## config.mk

```make
export PLATFORM = sky130hd
export DESIGN_NAME = bcd2bin
export DESIGN_NICKNAME = d
export VERILOG_FILES = /design/src/rtl/bcd2bin.sv
export SDC_FILE = /design/constraint.sdc
export NUM_CORES = 1
export LEC_CHECK = 0
export BUFFER_PORTS_ARGS = -buffer_cell sky130_fd_sc_hd__buf_2
export CELL_PAD_IN_SITES_DETAIL_PLACEMENT = 0
export CELL_PAD_IN_SITES_GLOBAL_PLACEMENT = 1
export CORE_ASPECT_RATIO = 1.75
export CORE_MARGIN = 4
export CORE_UTILIZATION = 37
export CTS_CLUSTER_SIZE = 14
export DETAILED_ROUTE_END_ITERATION = 7
export GPL_ROUTABILITY_DRIVEN = 0
export MAX_ROUTING_LAYER = met4
export PLACE_DENSITY = 0.76
export REMOVE_ABC_BUFFERS = 1
export SLEW_MARGIN = 20
export SYNTH_ARGS = -nofsm -noshare
export SYNTH_HDL_FRONTEND = slang
export SYNTH_SLANG_ARGS = --single-unit
```

## constraint.sdc

```tcl
create_clock -name clk -period 1.69 [get_ports clk]
set_clock_uncertainty 0.1 [all_clocks]
set_input_delay 0.2535 -clock clk [delete_from_list [all_inputs] [get_ports clk]]
set_output_delay 0.2535 -clock clk [all_outputs]
set_load 0.02 [all_outputs]
```

## src/rtl/bcd2bin.sv

```systemverilog
`default_nettype none
// ============================================================================
//  Module   : bcd2bin
//  Purpose  : Sequential BCD-to-binary converter (reverse double-dabble).
//             A packed DIGITS-digit BCD word is captured on an en strobe and
//             converted with one shift or one adjust step per clock. rdy
//             pulses for one cycle when the result is ready.
//  Ports    : clk        - clock, all state updates on posedge
//             rst_n      - asynchronous active-low reset
//             en         - start strobe, sampled only while busy==0
//             bcd_d_in   - packed BCD operand, digit 0 = bits [3:0]
//             bin_d_out  - binary result, holds until the next completion
//             rdy        - one-cycle completion pulse
//             busy       - conversion in progress
//             err        - last completion saw a digit > 9
//  Revision : 1.0 - initial release
// ============================================================================
module bcd2bin #(
    parameter int DIGITS = 4,
    parameter int BIN_W  = 14
) (
    input  logic                  clk,
    input  logic                  rst_n,
    input  logic                  en,
    input  logic [4*DIGITS-1:0]   bcd_d_in,
    output logic [BIN_W-1:0]      bin_d_out,
    output logic                  rdy,
    output logic                  busy,
    output logic                  err
);

    localparam int c_BCD_W = 4 * DIGITS;
    localparam int c_CNT_W = (BIN_W > 1) ? $clog2(BIN_W) : 1;
    localparam logic [c_CNT_W-1:0] c_CNT_LAST = c_CNT_W'(BIN_W - 1);

    typedef enum logic [1:0] {
        IDLE   = 2'd0,
        SHIFT  = 2'd1,
        ADJUST = 2'd2,
        DONE   = 2'd3
    } state_t;

    state_t               r_state, w_state_nxt;
    logic [c_BCD_W-1:0]   r_bcd,   w_bcd_nxt;
    logic [BIN_W-1:0]     r_bin,   w_bin_nxt;
    logic [c_CNT_W-1:0]   r_cnt,   w_cnt_nxt;
    logic                 r_flag,  w_flag_nxt;
    logic [BIN_W-1:0]     w_out_nxt;
    logic                 w_rdy_nxt, w_busy_nxt, w_err_nxt;

    logic [c_BCD_W-1:0]   w_bcd_adj;
    logic [c_BCD_W-1:0]   w_bcd_sh;
    logic [BIN_W-1:0]     w_bin_sh;
    logic [DIGITS-1:0]    w_digit_bad;

    // Per-digit helpers: the -3 correction undoes the halving of a carried
    // ten (10/2 = 5 must read as 5, but a shifted-in 1 adds 8 to the digit
    // below), and the validity check on the incoming operand.
    for (genvar g = 0; g < DIGITS; g++) begin : g_digit
        assign w_bcd_adj[4*g +: 4]  = (r_bcd[4*g +: 4] >= 4'd8) ? (r_bcd[4*g +: 4] - 4'd3)
                                                                : r_bcd[4*g +: 4];
        assign w_digit_bad[g]       = (bcd_d_in[4*g +: 4] > 4'd9);
    end

    // Whole work register shifts right; the BCD LSB drops into the bin MSB.
    assign {w_bcd_sh, w_bin_sh} = {r_bcd, r_bin} >> 1;

    always_comb begin
        w_state_nxt = r_state;
        w_bcd_nxt   = r_bcd;
        w_bin_nxt   = r_bin;
        w_cnt_nxt   = r_cnt;
        w_flag_nxt  = r_flag;
        w_out_nxt   = bin_d_out;
        w_rdy_nxt   = 1'b0;
        w_busy_nxt  = busy;
        w_err_nxt   = err;

        case (r_state)
            IDLE: begin
                if (en) begin
                    w_busy_nxt = 1'b1;
                    w_bcd_nxt  = bcd_d_in;
                    w_bin_nxt  = '0;
                    if (|w_digit_bad) begin
                        w_state_nxt = DONE;
                        w_flag_nxt  = 1'b1;
                    end else begin
                        w_state_nxt = SHIFT;
                        w_flag_nxt  = 1'b0;
                    end
                end
            end
            SHIFT: begin
                w_bcd_nxt = w_bcd_sh;
                w_bin_nxt = w_bin_sh;
                if (r_cnt == c_CNT_LAST) begin
                    w_cnt_nxt   = '0;
                    w_state_nxt = DONE;
                end else begin
                    w_cnt_nxt   = r_cnt + 1'b1;
                    w_state_nxt = ADJUST;
                end
            end
            ADJUST: begin
                w_bcd_nxt   = w_bcd_adj;
                w_state_nxt = SHIFT;
            end
            DONE: begin
                w_rdy_nxt   = 1'b1;
                w_busy_nxt  = 1'b0;
                w_err_nxt   = r_flag;
                w_out_nxt   = r_flag ? '0 : r_bin;
                w_state_nxt = IDLE;
            end
            default: begin
                w_state_nxt = IDLE;
            end
        endcase
    end

    always_ff @(posedge clk or negedge rst_n) begin
        if (!rst_n) begin
            r_state   <= IDLE;
            r_bcd     <= '0;
            r_bin     <= '0;
            r_cnt     <= '0;
            r_flag    <= 1'b0;
            bin_d_out <= '0;
            rdy       <= 1'b0;
            busy      <= 1'b0;
            err       <= 1'b0;
        end else begin
            r_state   <= w_state_nxt;
            r_bcd     <= w_bcd_nxt;
            r_bin     <= w_bin_nxt;
            r_cnt     <= w_cnt_nxt;
            r_flag    <= w_flag_nxt;
            bin_d_out <= w_out_nxt;
            rdy       <= w_rdy_nxt;
            busy      <= w_busy_nxt;
            err       <= w_err_nxt;
        end
    end

endmodule
`default_nettype wire

```

[After elaboration in Yosys (flattened, before gate mapping)]
Index checks and enable logic that the tools add are counted.
Word-level totals
  bits in registers: 54
  input port bits: 19
  output and inout port bits: 17
  logic and storage cells: 64
Operators by class
  add/sub/neg operators: 5
  order comparisons: 8
  eq/ne operators: 9
  mux-type cells: 18
  reductions and logical operators: 12
Operators by type and width (count)
  case mux 16 bit (3 select lines): 1
  two-way mux 14 bit: 2
  case mux 14 bit (2 select lines): 1
  two-way mux 4 bit: 5
  greater-or-equal comparator 4 bit, second input constant: 4
  > comparator 4 bit, second input constant: 4
  two-way mux 16 bit: 1
  subtractor 4 x 2 -> 4 bit, second input constant: 4
  AND reduction 3 bit: 4
  inequality test 2 bit, second input constant: 5
  case mux 2 bit (4 select lines): 1
  AND reduction 2 bit: 3
  adder 4 x 1 -> 4 bit, second input constant: 1
  equality test 2 bit, second input constant: 2
  equality test 4 bit, second input constant: 1
  two-way mux 1 bit: 4
  two-way mux 2 bit: 2
  nonzero test 2 bit: 2
  OR reduction 4 bit: 1
  nonzero test 3 bit: 1
  equality test 2 x 1 -> 1 bit, second input constant: 1
  zero test 2 bit: 1
  case mux 1 bit (2 select lines): 1

[Logic depth before layout (Yosys ltp)]
Gate-level depths: netlist of the first run.
  depth after elaboration: 5
  gate-level depth with buffers: 7
  gate-level depth less buffers: 5

[Least setup slack after synthesis of the first run]
OpenSTA, ideal clock, no wires.
  path kind: reg2reg
  from: reg r_state[1]
  to: reg r_bcd[0]
  setup time: 0.125 ns
  data arrival time: 1.541 ns
  required time: 1.465 ns
  slack: -0.076 ns
  cell stages (with the launch flop): 7
  path buffers: 1
  clock period less this slack: 1.766 ns
  path through: dfrtp_1 inv_1 ha_1 nor2b_4 buf_6 nor3_2 mux2_2
Between the ends
  longest elaborated chain between the ends: 3
  elaborated cells on any way between the ends: 8
  those cells by class: eq/ne (4); mux (1); reduce/logical (3)
Ends and longest elaborated chain
  from (decl): RTL line 43  | state_t r_state, w_state_nxt;
  from (signal assigned): RTL line 134  | r_state <= w_state_nxt;
  equality test 2 bit, or another cell as far along: RTL line 79  | case (r_state)
  inequality test 2 bit (no source line) or nonzero test 3 bit (tied branches)
  AND reduction 3 bit (no source line)
  to (signal assigned): RTL line 135  | r_bcd <= w_bcd_nxt;
  to (decl): RTL line 44  | logic [c_BCD_W-1:0] r_bcd, w_bcd_nxt;
Several ways; a longest one is shown, not always the timed one.
A chain may end at the register's enable or synchronous reset.

[Final worst setup path of the first run]
  from: reg r_state[1]
  to: reg r_bcd[10]
Same word-level chain as after synthesis.

==> summary.txt, run 1 <==
Clock Path Buffers = 2
post-synthesis async set-or-reset flop share = 100%
DIE WIDTH = 76.4 um
flop2flop setup slack = -0.05 ns
Yosys cell types = 39
Top FF cell, synth = dfrtp_1
fin area = 4100 um^2
Remaining DRCs = 0
nets = 412
status = finished with violations
Max Clock Freq = 573 MHz
Die H = 128 um
final period demand of the worst path = 1.74 ns
R2R Path End = r_bcd[10]$_DFFE_PN0P_
Cell Chain, Critical Path = buf_4 -> ha_2 -> nor2b_1 -> or4_4 -> o22ai_2
Die ar. = 9740 um^2
Placeable Area = 7960 um^2
number of synthesized flops with an enable pin = 0
GR Util All Layers = 15.7%
Mean Syn Cell Area = 9.73 um^2
fin util = 51.5%
Syn Inst Count = 311
pre-CTS WS = -0.0968 ns
Cells after DPL = 441
Critical Path Sink = r_bcd[10]$_DFFE_PN0P_
overall power = 9.36 mW
num ports = 36
leading area contributor after synthesis = dfrtp_1
depth of the worst register-to-register path = 5
YS warnings = 0
Pleak = 1.85 nW
RSZ-0062 raised after global routing = yes
WP data required = 1.81 ns
CTS sink count = 54
Levels on crit path = 5
# port buffers = 35
max_cap viols = 0
via-per-instance ratio = 5.50
CP delay by family, top = simple AND/OR/NAND/NOR gates
Hold Slack = 0.139 ns
Hold Fails Final Rpt = 0
Synth Cell Area = 3030 um^2
Critical Path Start Type = register
Area after DPL = 3450 um^2
Hold Path Class = input port to register
vias in the first global route = 2497
most common cell after layout, fill and taps aside = dfrtp_1
Crit Path Category = register to register
final worst slack = -0.0540 ns
area share of the largest cell type after synthesis = 44.7%
fillers = 730
sequential fraction of the synthesis area = 44.7%
Worst VDD drop = 927 uV
Routed WL per cell = 16.6 um
main area contributors after synthesis = dfrtp_1, o21ai_0, ha_1, mux2i_1, a22oi_1
FF/Latch Area = 1350 um^2
initial core utilization = 38.0%
Setup Viol. Count Final = 10
final wirelength = 7840 um
Worst-path clk slew = 0.08 ns
initial DRC count = 136
fin crit share = 103%
initial antenna violation count = 0
CTS Buf Count = 5
H-tree depth = 2
Clock Latency Late Sink = 0.30 ns
CP startpoint = r_state[1]$_DFFE_PN0P_
Core Rows = 43
clock root cell = clkbuf_16
Buf+Inv Stages, Crit Path = 1
dpl hpwl = 4840 um
commonest non-fill, non-tap cells in the layout = dfrtp_1, buf_2, inv_1
Total Neg Setup Slack = -0.216 ns
Worst slew margin = 70.5%
r2r startpoint = r_state[1]$_DFFE_PN0P_
P&R area growth vs syn = 35.6%
slowest CP cell = or4_4
layout cells sized above 1 = 36.0%
Ant. Diodes = 0
via count = 2589
Cell Count, Final, Fillers Out = 471
failing checks = setup timing
Remaining Overflow, GRT = 0
worst path arrival time = 1.86 ns
drt pass-1 iters = 4
TritonCTS clock tree = built
worst-path fanout max = 7
first-pass GRT wire length = 12200 um
area of the multi-input gates = 1680 um^2
Yosys reg bits = 54
Max Slew Vio Count = 0
pin count of the biggest net entering global routing = 55
PwrDens = 2280 nW/um^2
Worst setup EP type = register
antenna-violating nets left = 0
Slew @ Worst Pin = 0.442 ns
CP peak stage delay = 0.49 ns
-- worst reg2reg max path: cells and delay by family, from the launching register on --
family | cells | cell delay [ns]
AO/OA/AOI/OAI | 1 | 0.13
adder cells (fa/ha/maj) | 1 | 0.21
AND/OR/NAND/NOR | 2 | 0.67
buffers and inverters | 1 | 0.16
flip-flops | 1 | 0.40
-- final cells by class --
cell class | count | area share (%)
Clock buffer | 5 | 3.05
Inverter | 32 | 2.93
Clock inverter | 3 | 1.07
Sequential cell | 54 | 32.9
Tap cell | 90 | 2.75
Multi-Input combinational cell | 205 | 40.9
Timing Repair Buffer | 82 | 16.4
-- how the worst min path moves through the flow --
stage / start / end / slack (ns) / cells after the start
floorplan: rst_n / bin_d_out[0]$_DFFE_PN0P_ / -0.14 / 0
global placement: rst_n / bin_d_out[13]$_DFFE_PN0P_ / 0.18 / 2
detailed placement: rst_n / r_cnt[2]$_DFFE_PN0P_ / 0.18 / 2
CTS: bcd_d_in[15] / r_bcd[15]$_DFFE_PN0P_ / 0.14 / 2
global route: bcd_d_in[15] / r_bcd[15]$_DFFE_PN0P_ / 0.15 / 2
finish: bcd_d_in[15] / r_bcd[15]$_DFFE_PN0P_ / 0.14 / 2
-- synth_stat cells, types with 6 or more instances --
cell and count:
a21oi_1 8, a221oi_1 7, a22oi_1 18, buf_2 13, dfrtp_1 54, ha_1 13, inv_1 32, mux2i_1 16
nand2_1 20, nor2_1 14, nor2b_1 6, o21ai_0 33, o22ai_1 13
-- registers in the layout, summed over array words and instances (netlist names) --
name,count
bin_d_out,14
busy,1
err,1
r_bcd,16
r_bin,14
r_cnt,4
r_flag,1
r_state,2
rdy,1
-- per-layer routing --
layer | GRT usage [%] | vias up | part of all wire, %
li1 | - | 1243 | -
met1 | 18.2 | 1278 | 40
met2 | 27.5 | 49 | 54
met3 | 2.47 | 19 | 2.7
met4 | 5.55 | 0 | 3.0
met5 | - | - | 0
-- what timing repair did --
action	4_1_cts	5_1_grt
hold endpoints to repair	54	0
endpoints found under the setup margin	32	38
buffers inserted	5	11
gates resized for setup	18	54
gates cloned	0	5
pin swaps	1	9
hold buffers	1	0
-- kinds of logic (layout without fill, tap and decap cells) --
family | after synthesis | in the layout | synth area share [%]
AOI/OAI and AO/OA | 99 | 99 | 21.2
adders and majority gates | 13 | 13 | 5.38
and+or+nand+nor | 63 | 63 | 11.3
buffers and inverters | 52 | 122 | 7.36
DFF | 54 | 54 | 44.7
xor gates and xnor gates | 5 | 5 | 1.45
muxes | 25 | 25 | 8.64
-- where the power goes --
| group | leakage (nW) | switching, mW | internal, mW |
|---|---|---|---|
| Sequential | 0.686 | 0.580 | 1.87 |
| Clock | 0.0842 | 0.486 | 0.703 |
| Combinational | 1.08 | 2.75 | 2.98 |
No activity file was read; power rests on OpenSTA's default activity.
==> inputs of run 2 (changes only) <==
--- a/config.mk
+++ b/config.mk
@@ -8,7 +8,7 @@
 export BUFFER_PORTS_ARGS = -buffer_cell sky130_fd_sc_hd__buf_2
 export CELL_PAD_IN_SITES_DETAIL_PLACEMENT = 0
 export CELL_PAD_IN_SITES_GLOBAL_PLACEMENT = 1
-export CORE_ASPECT_RATIO = 1.75
+export CORE_ASPECT_RATIO = 1.4
 export CORE_MARGIN = 4
 export CORE_UTILIZATION = 37
 export CTS_CLUSTER_SIZE = 14
==> summary.txt, run 2 (synthesis results as in run 1) <==
via-per-instance ratio = 5.34
Cells after DPL = 454
final worst slack = -0.0449 ns
TritonCTS clock tree = built
Slew @ Worst Pin = 0.350 ns
layout cells sized above 1 = 33.2%
Clock Path Buffers = 2
overall power = 8.72 mW
hold depth = 2
fin area = 3940 um^2
r2r startpoint = r_state[1]$_DFFE_PN0P_
Setup Viol. Count Final = 13
# port buffers = 35
Cell Chain, Critical Path = inv_2 -> ha_4 -> nor2b_4 -> buf_12 -> or4_4 -> o22ai_2
vias in the first global route = 2667
PwrDens = 2210 nW/um^2
Hold Fails Final Rpt = 0
flop2flop setup slack = -0.04 ns
Worst setup EP type = register
via count = 2524
fin crit share = 103%
clock root cell = clkbuf_8
Remaining Overflow, GRT = 0
R2R Path End = r_bcd[14]$_DFFE_PN0P_
fin util = 50.2%
CTS Buf Count = 5
Routed WL per cell = 15.5 um
max FFs per register = 16
Worst slew margin = 76.6%
Critical Path Start Type = register
worst-path fanout max = 7
P&R area growth vs syn = 30.2%
final period demand of the worst path = 1.73 ns
antenna-violating nets left = 0
first-pass GRT wire length = 12500 um
min-delay src = bcd_d_in[15]
Hold EP = r_bcd[15]$_DFFE_PN0P_
nets = 404
Buf+Inv Stages, Crit Path = 2
worst path arrival time = 1.87 ns
Largest regs = r_bcd x16, bin_d_out x14, r_bin x14
CTS sink count = 54
CP delay by family, top = simple AND/OR/NAND/NOR gates
Ant. Diodes = 0
Remaining DRCs = 0
pin count of the biggest net entering global routing = 55
Largest Register = r_bcd
DIE WIDTH = 84.4 um
Die H = 115 um
H-tree depth = 2
Pleak = 1.77 nW
Area after DPL = 3480 um^2
Core Rows = 38
pre-CTS WS = -0.128 ns
Clock Latency Late Sink = 0.31 ns
drt pass-1 iters = 4
initial DRC count = 67
Hold Path Class = input port to register
initial antenna violation count = 0
commonest non-fill, non-tap cells in the layout = dfrtp_1, buf_2, inv_1
initial core utilization = 38.6%
Crit Path Category = register to register
Placeable Area = 7850 um^2
final wirelength = 7310 um
failing checks = setup timing
Max Slew Vio Count = 0
slowest CP cell = or4_4
Worst-path clk slew = 0.10 ns
status = finished with violations
GR Util All Layers = 16.0%
Worst VDD drop = 890 uV
num ports = 36
most common cell after layout, fill and taps aside = dfrtp_1
fillers = 728
WP data required = 1.83 ns
max_cap viols = 0
depth of the worst register-to-register path = 6
CP peak stage delay = 0.51 ns
dpl hpwl = 4750 um
Cell Count, Final, Fillers Out = 473
Max Clock Freq = 576 MHz
Die ar. = 9710 um^2
RSZ-0062 raised after global routing = yes
==> run 2: changes by cell type in the layout (fill, tap and decap cells not counted), moves of 2 or more <==
cell | previous run | this run
buf_6 | 9 | 7
a22oi_1 | 12 | 14
clkbuf_8 | 0 | 5
nor2b_1 | 3 | 1
ha_4 | 4 | 2
a22oi_2 | 6 | 4
mux2_2 | 3 | 1
clkbuf_16 | 8 | 2
buf_4 | 28 | 23
mux2_4 | 5 | 8
o21ai_1 | 12 | 14
o21ai_0 | 21 | 18
a221oi_1 | 5 | 7
a221oi_2 | 2 | 0
==> run 2: what timing repair did <==
item / 4_1_cts / 5_1_grt
endpoints found under the setup margin: 35 / 37
gates resized for setup: 40 / 29
pin swaps: 2 / 5
buffers inserted: 2 / 5
gates cloned: 1 / 2
hold buffers: 1 / 0
hold endpoints to repair: 54 / 0
==> run 2: worst reg2reg max path: stages, from the launching register on <==
cell	delay [ns]
dfrtp_1	0.42
inv_2	0.08
ha_4	0.16
nor2b_4	0.14
buf_12	0.14
or4_4	0.51
o22ai_2	0.12
==> run 2: per-layer routing <==
layer	vias up	track usage (%)	share of wire, %
met2	40	27.4	50
met5	-	-	0
li1	1220	-	-
met1	1256	19.8	46
met3	8	2.08	3.0
met4	0	4.54	1.2
==> run 2: final cells by class <==
class / count / area, um^2 / area share [%]
clock inverters: 2 / 37.5 / 0.953
well taps: 100 / 125 / 3.18
repair buffers: 74 / 587 / 14.9
multi-input cells: 205 / 1650 / 41.8
inverters: 32 / 120 / 3.05
flip-flops and latches: 54 / 1350 / 34.3
clock buffers: 6 / 72.6 / 1.84
==> run 2: how the worst max path moves through the flow <==
stage                                        to  slack, ns              startpoint  cells past startpoint
final                     r_bcd[14]$_DFFE_PN0P_      -0.04  r_state[1]$_DFFE_PN0P_                      6
after global placement     r_bin[4]$_DFFE_PN0P_      -0.06  r_state[1]$_DFFE_PN0P_                      8
after CTS                  r_bcd[6]$_DFFE_PN0P_      -0.06  r_state[1]$_DFFE_PN0P_                      6
after global routing       r_bcd[8]$_DFFE_PN0P_      -0.10  r_state[1]$_DFFE_PN0P_                      6
after detailed placement  r_bin[12]$_DFFE_PN0P_      -0.13  r_state[1]$_DFFE_PN0P_                      8
after floorplan            r_bin[0]$_DFFE_PN0P_      -0.66  r_state[1]$_DFFE_PN0P_                      5
==> run 2: power breakdown <==
group	total (mW)	switching [mW]	internal (mW)
Clock	0.874	0.431	0.443
Sequential	2.44	0.574	1.87
Combinational	5.41	2.59	2.82
Total	8.72	3.59	5.13
==> run 2: per-stage QoR <==
stage | setup TNS (ns) | hold slack, ns
4_1_cts | -0.424 | 0.121
2_1_floorplan | -18.38 | -0.142
3_5_place_dp | -2.59 | 0.181
6_report | -0.366 | 0.133
5_1_grt | -2.23 | 0.141
3_3_place_gp | -0.971 | 0.179
